--- config.mk ---
export PLATFORM = sky130hd
export DESIGN_NAME = spi_slave
export DESIGN_NICKNAME = d
export VERILOG_FILES = /design/src/rtl/spi_slave.sv
export SDC_FILE = /design/constraint.sdc
export NUM_CORES = 1
export LEC_CHECK = 0
export CORE_AREA = 2 2 71 73
export DETAILED_ROUTE_END_ITERATION = 10
export DIE_AREA = 0 0 73 75
export PLACE_DENSITY = 0.63
export SYNTH_ARGS = -nofsm -noshare
export SYNTH_HDL_FRONTEND = slang
export SYNTH_SLANG_ARGS = --single-unit
--- constraint.sdc ---
create_clock -name clk -period 2.9 [get_ports clk]
set_input_delay 0.58 -clock clk [delete_from_list [all_inputs] [get_ports clk]]
set_output_delay 0.58 -clock clk [all_outputs]
set_load 0.01 [all_outputs]
--- src/rtl/spi_slave.sv ---
// SPI slave front end for a small memory.
//
// Receives command frames MSB first on MOSI. A frame is one command-select bit
// followed by ten bits {cmd[1:0], payload[7:0]}. Each completed frame is
// presented on rx_data with a one-cycle rx_valid strobe. A read-data frame
// then waits for tx_valid, latches tx_data and shifts it out on MISO MSB first.
//
// Ports:
//   clk       in   SPI serial clock, all state samples on the rising edge
//   rst_n     in   asynchronous active-low reset
//   SS_n      in   slave select, active low, frames one transaction
//   MOSI      in   serial data from the master
//   MISO      out  serial read data to the master, 0 when idle
//   rx_data   out  assembled command word {cmd, payload}
//   rx_valid  out  one-cycle strobe marking rx_data valid
//   tx_data   in   read data from memory
//   tx_valid  in   tx_data valid strobe from memory
//   frame_err out  only with SPI_FRAME_ERR_EN defined: one-cycle pulse when
//                  SS_n rises before the frame has completed
//
// Optional feature macro: SPI_FRAME_ERR_EN.

module spi_slave (
  input  logic       clk,
  input  logic       rst_n,
  input  logic       SS_n,
  input  logic       MOSI,
  output logic       MISO,
  output logic [9:0] rx_data,
  output logic       rx_valid,
  input  logic [7:0] tx_data,
  input  logic       tx_valid
`ifdef SPI_FRAME_ERR_EN
  ,
  output logic       frame_err
`endif
);

  typedef enum logic [2:0] {
    StIdle,
    StChkCmd,
    StWrite,
    StReadAdd,
    StReadData
  } state_e;

  state_e      state_q, state_d;
  logic [3:0]  bit_cnt_q, bit_cnt_d;   // received payload bits, 0..10
  logic [8:0]  shift_q, shift_d;       // first nine bits of the word in flight
  logic [9:0]  rx_data_q, rx_data_d;
  logic        rx_valid_q, rx_valid_d;
  logic        rd_pending_q, rd_pending_d;
  logic [7:0]  tx_shift_q, tx_shift_d;
  logic [3:0]  tx_cnt_q, tx_cnt_d;     // MISO bits launched, 0..8
  logic        miso_q, miso_d;
  logic        frame_done;

`ifdef SPI_FRAME_ERR_EN
  logic        frame_err_q, frame_err_d;
`endif

  // A read-data frame is only complete once all eight MISO bits went out.
  assign frame_done = (bit_cnt_q == 4'd10) &&
                      ((state_q != StReadData) || (tx_cnt_q == 4'd8));

  always_comb begin
    state_d      = state_q;
    bit_cnt_d    = bit_cnt_q;
    shift_d      = shift_q;
    rx_data_d    = rx_data_q;
    rx_valid_d   = 1'b0;
    rd_pending_d = rd_pending_q;
    tx_shift_d   = tx_shift_q;
    tx_cnt_d     = tx_cnt_q;
    miso_d       = 1'b0;
`ifdef SPI_FRAME_ERR_EN
    frame_err_d  = 1'b0;
`endif

    if (state_q == StIdle) begin
      bit_cnt_d  = 4'd0;
      tx_cnt_d   = 4'd0;
      tx_shift_d = 8'd0;
      if (!SS_n) begin
        state_d = StChkCmd;
      end
    end else if (SS_n) begin
      // Deselect ends the frame: drop any in-flight word, keep rd_pending.
      state_d    = StIdle;
      bit_cnt_d  = 4'd0;
      tx_cnt_d   = 4'd0;
      tx_shift_d = 8'd0;
`ifdef SPI_FRAME_ERR_EN
      frame_err_d = !frame_done;
`endif
    end else begin
      unique case (state_q)
        StChkCmd: begin
          if (!MOSI) begin
            state_d = StWrite;
          end else if (rd_pending_q) begin
            state_d = StReadData;
          end else begin
            state_d = StReadAdd;
          end
        end
        StWrite, StReadAdd, StReadData: begin
          if (bit_cnt_q < 4'd10) begin
            shift_d   = {shift_q[7:0], MOSI};
            bit_cnt_d = bit_cnt_q + 4'd1;
            if (bit_cnt_q == 4'd9) begin
              rx_data_d  = {shift_q, MOSI};
              rx_valid_d = 1'b1;
              if (state_q == StReadAdd) begin
                rd_pending_d = 1'b1;
              end
            end
          end else if (state_q == StReadData) begin
            if (tx_cnt_q == 4'd0) begin
              if (tx_valid) begin
                miso_d     = tx_data[7];
                tx_shift_d = {tx_data[6:0], 1'b0};
                tx_cnt_d   = 4'd1;
              end
            end else if (tx_cnt_q < 4'd8) begin
              miso_d     = tx_shift_q[7];
              tx_shift_d = {tx_shift_q[6:0], 1'b0};
              tx_cnt_d   = tx_cnt_q + 4'd1;
              // Last bit is now on the wire; the read is consumed.
              if (tx_cnt_q == 4'd7) begin
                rd_pending_d = 1'b0;
              end
            end
          end
        end
        default: begin
          state_d = StIdle;
        end
      endcase
    end
  end

  always_ff @(posedge clk or negedge rst_n) begin
    if (!rst_n) begin
      state_q      <= StIdle;
      bit_cnt_q    <= 4'd0;
      shift_q      <= 9'd0;
      rx_data_q    <= 10'd0;
      rx_valid_q   <= 1'b0;
      rd_pending_q <= 1'b0;
      tx_shift_q   <= 8'd0;
      tx_cnt_q     <= 4'd0;
      miso_q       <= 1'b0;
    end else begin
      state_q      <= state_d;
      bit_cnt_q    <= bit_cnt_d;
      shift_q      <= shift_d;
      rx_data_q    <= rx_data_d;
      rx_valid_q   <= rx_valid_d;
      rd_pending_q <= rd_pending_d;
      tx_shift_q   <= tx_shift_d;
      tx_cnt_q     <= tx_cnt_d;
      miso_q       <= miso_d;
    end
  end

`ifdef SPI_FRAME_ERR_EN
  always_ff @(posedge clk or negedge rst_n) begin
    if (!rst_n) begin
      frame_err_q <= 1'b0;
    end else begin
      frame_err_q <= frame_err_d;
    end
  end

  assign frame_err = frame_err_q;
`endif

  assign MISO     = miso_q;
  assign rx_data  = rx_data_q;
  assign rx_valid = rx_valid_q;

endmodule

* Word-level counts from Yosys, hierarchy flattened
Cells that the tools add are included.
** Storage, ports and cells
- Register bits :: 41
- Bits in latches :: 0
- Memory bits (writable) :: 0
- Memory bits (read-only) :: 0
- Word-level logic and storage cells :: 90
- Memories kept :: 0
** Operators by class
- Add/sub/neg operators :: 2
- Multiply operators :: 0
- Divide/modulo/power cells :: 0
- Order comparisons :: 2
- Equality and inequality tests :: 13
- Shift-type cells :: 0
- Multiplexer cells :: 46
- Bitwise logic cells :: 2
- Reductions and logical operators :: 16
** Operators with widths (number)
- 2-to-1 mux 8 bit :: 8
- 2-to-1 mux 4 bit :: 12
- 2-to-1 mux 1 bit :: 20
- 2-to-1 mux 3 bit :: 5
- AND reduction 5 bit :: 2
- AND reduction 9 bit :: 1
- nonzero test 3 bit :: 3
- adder 4 x 1 -> 4 bit, second input constant :: 2
- < comparator 4 bit, second input constant :: 2
- == test 3 x 2 -> 1 bit, second input constant :: 2
- inequality test 3 bit, second input constant :: 2
- case mux 3 bit (2 select lines) :: 1
- nonzero test 2 bit :: 3
- == test 4 x 3 -> 1 bit, second input constant :: 1
- == test 4 bit, second input constant :: 1
- zero test 4 bit :: 1
- inequality test 2 x 1 -> 1 bit, second input constant :: 2
- inequality test 2 bit, second input constant :: 2
- inequality test 4 bit, second input constant :: 1
- AND reduction 2 bit :: 2
- AND reduction 4 bit :: 1
- nonzero test 4 bit :: 1
- == test 3 x 1 -> 1 bit, second input constant :: 1
- == test 3 bit, second input constant :: 1
- other kinds (3) :: 4

* Longest topological paths before layout
- Word-level depth :: 8
- Gate-level depth with buffers :: 7

* Least setup slack after synthesis
No wires, ideal clock.
- Path kind :: reg2reg
- From :: register state_q[0]
- To :: register tx_shift_q[2]
- Data arrival time :: 1765 ps
- Required time :: 2813 ps
- Path slack :: 1049 ps
- Stages on the path, launching flop included :: 6
- Buffers on the path :: 1
- Period minus slack after synthesis :: 1851 ps
- Cells stage by stage :: dfrtp_1 > or3b_4 > a2111oi_4 > buf_6 > nor2_1 > a211oi_2
** On the way
- Word-level cells in the longest chain between the ends :: 4
** RTL lines
- start: declaration :: line 47 : state_e state_q, state_d;
- start signal: assignment :: line 145 : state_q <= StIdle;
- start signal: assignment :: line 155 : state_q <= state_d;
- == test 3 x 2 -> 1 bit / == test 3 bit (equally long branches) :: line 97, 118
- OR reduction 3 bit :: line 97 : unique case (state_q)
- nonzero test 3 bit (no line)
- AND reduction 5 bit (no line)
- end signal: assignment :: line 161 : tx_shift_q <= tx_shift_d;
- end: declaration :: line 53 : logic [7:0] tx_shift_q, tx_shift_d;
Parallel ways exist; a longest one is shown, timed or not.
A chain may end at the register's enable or synchronous reset.

* Worst setup path in the final report
- From :: register tx_cnt_q[0]
- To :: register tx_shift_q[4]
** On the way
- Word-level cells in the longest chain between the ends :: 7
** RTL lines
- start: declaration :: line 54 : logic [3:0] tx_cnt_q, tx_cnt_d;
- start signal: assignment :: line 162 : tx_cnt_q <= tx_cnt_d;
- zero test 4 bit :: line 119 : if (tx_cnt_q == 4'd0) begin
- 2-to-1 mux 8 bit :: line 119
- 2-to-1 mux 8 bit :: line 118 : end else if (state_q == StReadData) begin
- 2-to-1 mux 8 bit :: line 108 : if (bit_cnt_q < 4'd10) begin
- 2-to-1 mux 8 bit :: line 97
- 2-to-1 mux 8 bit :: line 87 : end else if (SS_n) begin
- 2-to-1 mux 8 bit :: line 80 : if (state_q == StIdle) begin
Parallel ways exist; a longest one is shown, timed or not. The select of a mux whose other input is x is not followed.

==> results.py <==
metrics = {
    "floorplan": {
        "io_pins": 25,
        "core_area_mm2": 0.00466,
        "dieArea_mm2": 0.00548,
        "die_width_um": 73,
        "rows": 25,
        "initial_utilization": 0.386,
        "die_y_um": 75,
    },
    "global_routing": {
        "grt_pass1_wl_um": 5450,
        "grt_max_degree": 41,
        "overflow": 0,
        "grt.total_usage": 0.128,
        "antenna_found_initial": 0,
        "grt_pass1_vias": 1196,
    },
    "clocking": {
        "clock_path_buffers": 2,
        "cts_tree": "yes",
        "cts_buffers": 5,
        "cts_resized": 0,
        "path_clk_slew_ns": 0.08,
        "ctsHoldBuffers": 0,
        "cts.sinks": 40,
        "post_cts_buffers": 0,
        "cts_max_level": 2,
        "clk_latency_ns": 0.28,
        "root_buffer": "clkbuf_8",
    },
    "routing": {
        "wl_met2_um": 1590,
        "drt-met1-wl_um": 1440,
        "dr.pass1.iters": 4,
        "wl_met3_um": 43,
        "drc_errors": 0,
        "top_layer": "met4",
        "antenna_left": 0,
        "drt_iter0_drc": 63,
        "wl_per_cell_um": 13.6,
        "vias": 1198,
        "vias_per_cell": 5.21,
        "wl_um": 3130,
    },
    "yosys": {
        "synth_cell_types": 34,
        "synthFlopType": "dfrtp_1",
        "synth_nets": 161,
        "syn_inst": 144,
        "syn_area_per_cell_um2": 12.5,
        "synth_seq_cells": 40,
        "seq_area_frac_synth": 0.557,
        "yosys_warnings": 0,
        "synth.cell_area_mm2": 0.00180,
        "synth_edf_count": 0,
        "async_flop_share": 1.00,
    },
    "placed_design": {
        "post-place-cells": 222,
        "place_ws_ns": 0.685,
        "placed_area_mm2": 0.00211,
        "place.gp.congestion": 0.690,
        "dp_hpwl_um": 2210,
        "port_buffers": 24,
    },
    "timing": {
        "setup_tns_ns": 0,
        "fin_worst_skew_ns": 0.00467,
        "relSlewSlack": 0.416,
        "setup_ws_ns": 0.727,
        "period_minus_slack_ns": 2.17,
        "finalSetupViolations": 0,
        "fmax_ghz": 0.460,
        "max_slew.worst_pin.slew_ns": 0.875,
        "drv_slew": 0,
        "min_period_over_period": 0.749,
        "rsz0062_at_grt": "no",
        "hold_viol": 0,
    },
    "critical_path": {
        "cp_slowest_cell": "a2111oi_4",
        "critical_path.cell_chain": "inv_1 > ha_1 > nor3b_2 > buf_4 > a2111oi_4 > buf_4 > nor2_1 > a211oi_1",
        "crit_family": "compound AO/OA/AOI/OAI gates",
        "crit_buf_inv": 3,
        "path_class": "reg2reg",
        "worst-path-stages": 8,
        "cp.arrival_ns": 2.36,
        "worstRegToRegCells": 8,
        "crit_required_ns": 3.09,
        "cp-end-kind": "register",
        "cp_max_fo": 14,
        "r2r_end": "tx_shift_q[4]$_DFFE_PN0P_",
        "crit_path_frequent_cell": "buf_4",
        "cp_slowest_stage_delay_ns": 0.49,
        "r2r_start": "tx_cnt_q[0]$_DFFE_PN0P_",
        "worst_setup_path_start_kind": "register",
        "crit_path_end": "tx_shift_q[4]$_DFFE_PN0P_",
        "reg2reg_slack_ns": 0.73,
        "worstSetupStartpoint": "tx_cnt_q[0]$_DFFE_PN0P_",
    },
    "finish": {
        "final-seq-area_mm2": 0.00100,
        "instances_no_fill": 230,
        "nFillCells": 417,
        "area_delta_synth_final_pct": 23.1,
        "n_antenna_cell": 0,
        "design_area_mm2": 0.00221,
        "drive_gt1_frac": 0.222,
        "multi_input_area_um2": 739,
        "nets": 192,
    },
    "run": {
        "cap_viol_max_count": 0,
    },
    "outcome": {
        "status": "complete, no violations",
    },
    "pwr": {
        "powerDensity_mw_per_mm2": 529,
        "ir_worst_vdd_v": 0.000265,
        "leakagePower_nw": 0.982,
    },
    "hold_path": {
        "worst_hold_path_type": "in2async",
    },
}
-- placed cells by master (no fill, tap or decap), drive strengths merged, types with 2 or more instances in the layout --
cell type      synthesis  routed
a31oi                  2       2
nand2                  3       3
o21ai                  2       2
inv                    9       9
clkinvlp               0       2
a41oi                  3       3
mux2                  19      19
clkdlybuf4s50          0      23
mux2i                  8       8
ha                     4       4
nor3b                  3       3
a211oi                10      10
a2111oi                2       2
dfrtp                 40      40
clkbuf                 1       6
nor4                   2       2
nor2b                  2       2
buf                    4       6
nor3                   2       2
a21oi                  2       2
nor2                  16      16
-- state kept, by name, indices dropped and copies added (netlist names) --
signal and flops:
state_q 3, rx_data 10, MISO 1, tx_cnt_q 4, rx_valid 1, rd_pending_q 1, tx_shift_q 7, bit_cnt_q 4
shift_q 9
-- synthesized netlist by cell type, drive strengths merged (2+ instances only) --
master / instances / share of area
a211oi: 10 / 0.047
nor2b: 2 / 0.0070
nor3: 2 / 0.0056
a21oi: 2 / 0.0056
o21ai: 2 / 0.0056
nor3b: 3 / 0.013
nand2: 3 / 0.0063
a31oi: 2 / 0.0070
nor2: 16 / 0.033
a2111oi: 2 / 0.020
mux2: 19 / 0.12
ha: 4 / 0.028
inv: 9 / 0.019
a41oi: 3 / 0.015
mux2i: 8 / 0.045
dfrtp: 40 / 0.56
buf: 4 / 0.016
nor4: 2 / 0.0070
-- layout make-up --
class	instances	share of cell area
flip-flops and latches	40	0.452
multi-input cells	90	0.334
repair buffers	29	0.123
clock buffers	6	0.0373
well taps	54	0.0305
inverters	9	0.0153
clock inverters	2	0.00679
-- power breakdown --
part	internal (mW)	switching (mW)
Combinational	0.0712	0.0482
Sequential	0.618	0.0437
Clock	0.193	0.196
-- per-stage QoR --
step	total power, mW	hold WS, ns	util
final	1.17	0.407	0.475
after global routing	1.23	0.480	0.475
after CTS	1.19	0.442	0.475
after detailed placement	0.797	0.496	0.454
after global placement	0.789	0.488	0.454
after floorplan	0.739	0.284	-
-- cell families (layout without fill, tap and decap cells) --
logic type	Yosys count	count (layout)	synth area share
adders and majority gates	4	4	0.0279
muxes	27	27	0.164
DFF	40	40	0.557
xor gates and xnor gates	2	2	0.00975
buffers and inverters	14	46	0.0369
and+or+nand+nor	33	33	0.0919
AOI/OAI and AO/OA	24	24	0.113
-- layer usage --
layer / GRT usage / vias to the layer above
met5: 0 / -
met4: 0.0556 / 0
met3: 0.0241 / 5
met2: 0.207 / 15
met1: 0.169 / 600
li1: - / 578
-- worst min-delay path by stage --
stage                      startpoint                   endpoint  slack, ns  depth (start not counted)
2_1_floorplan                   rst_n             MISO$_DFF_PN0_       0.28                          0
3_3_place_gp   rx_data[0]$_DFFE_PN0P_     rx_data[0]$_DFFE_PN0P_       0.49                          1
3_5_place_dp   rx_data[9]$_DFFE_PN0P_     rx_data[9]$_DFFE_PN0P_       0.50                          1
4_1_cts                         rst_n  tx_shift_q[1]$_DFFE_PN0P_       0.44                          1
5_1_grt                         rst_n  tx_shift_q[1]$_DFFE_PN0P_       0.48                          1
6_report                        rst_n  tx_shift_q[1]$_DFFE_PN0P_       0.41                          1
Power figures use the tool's default switching activity.
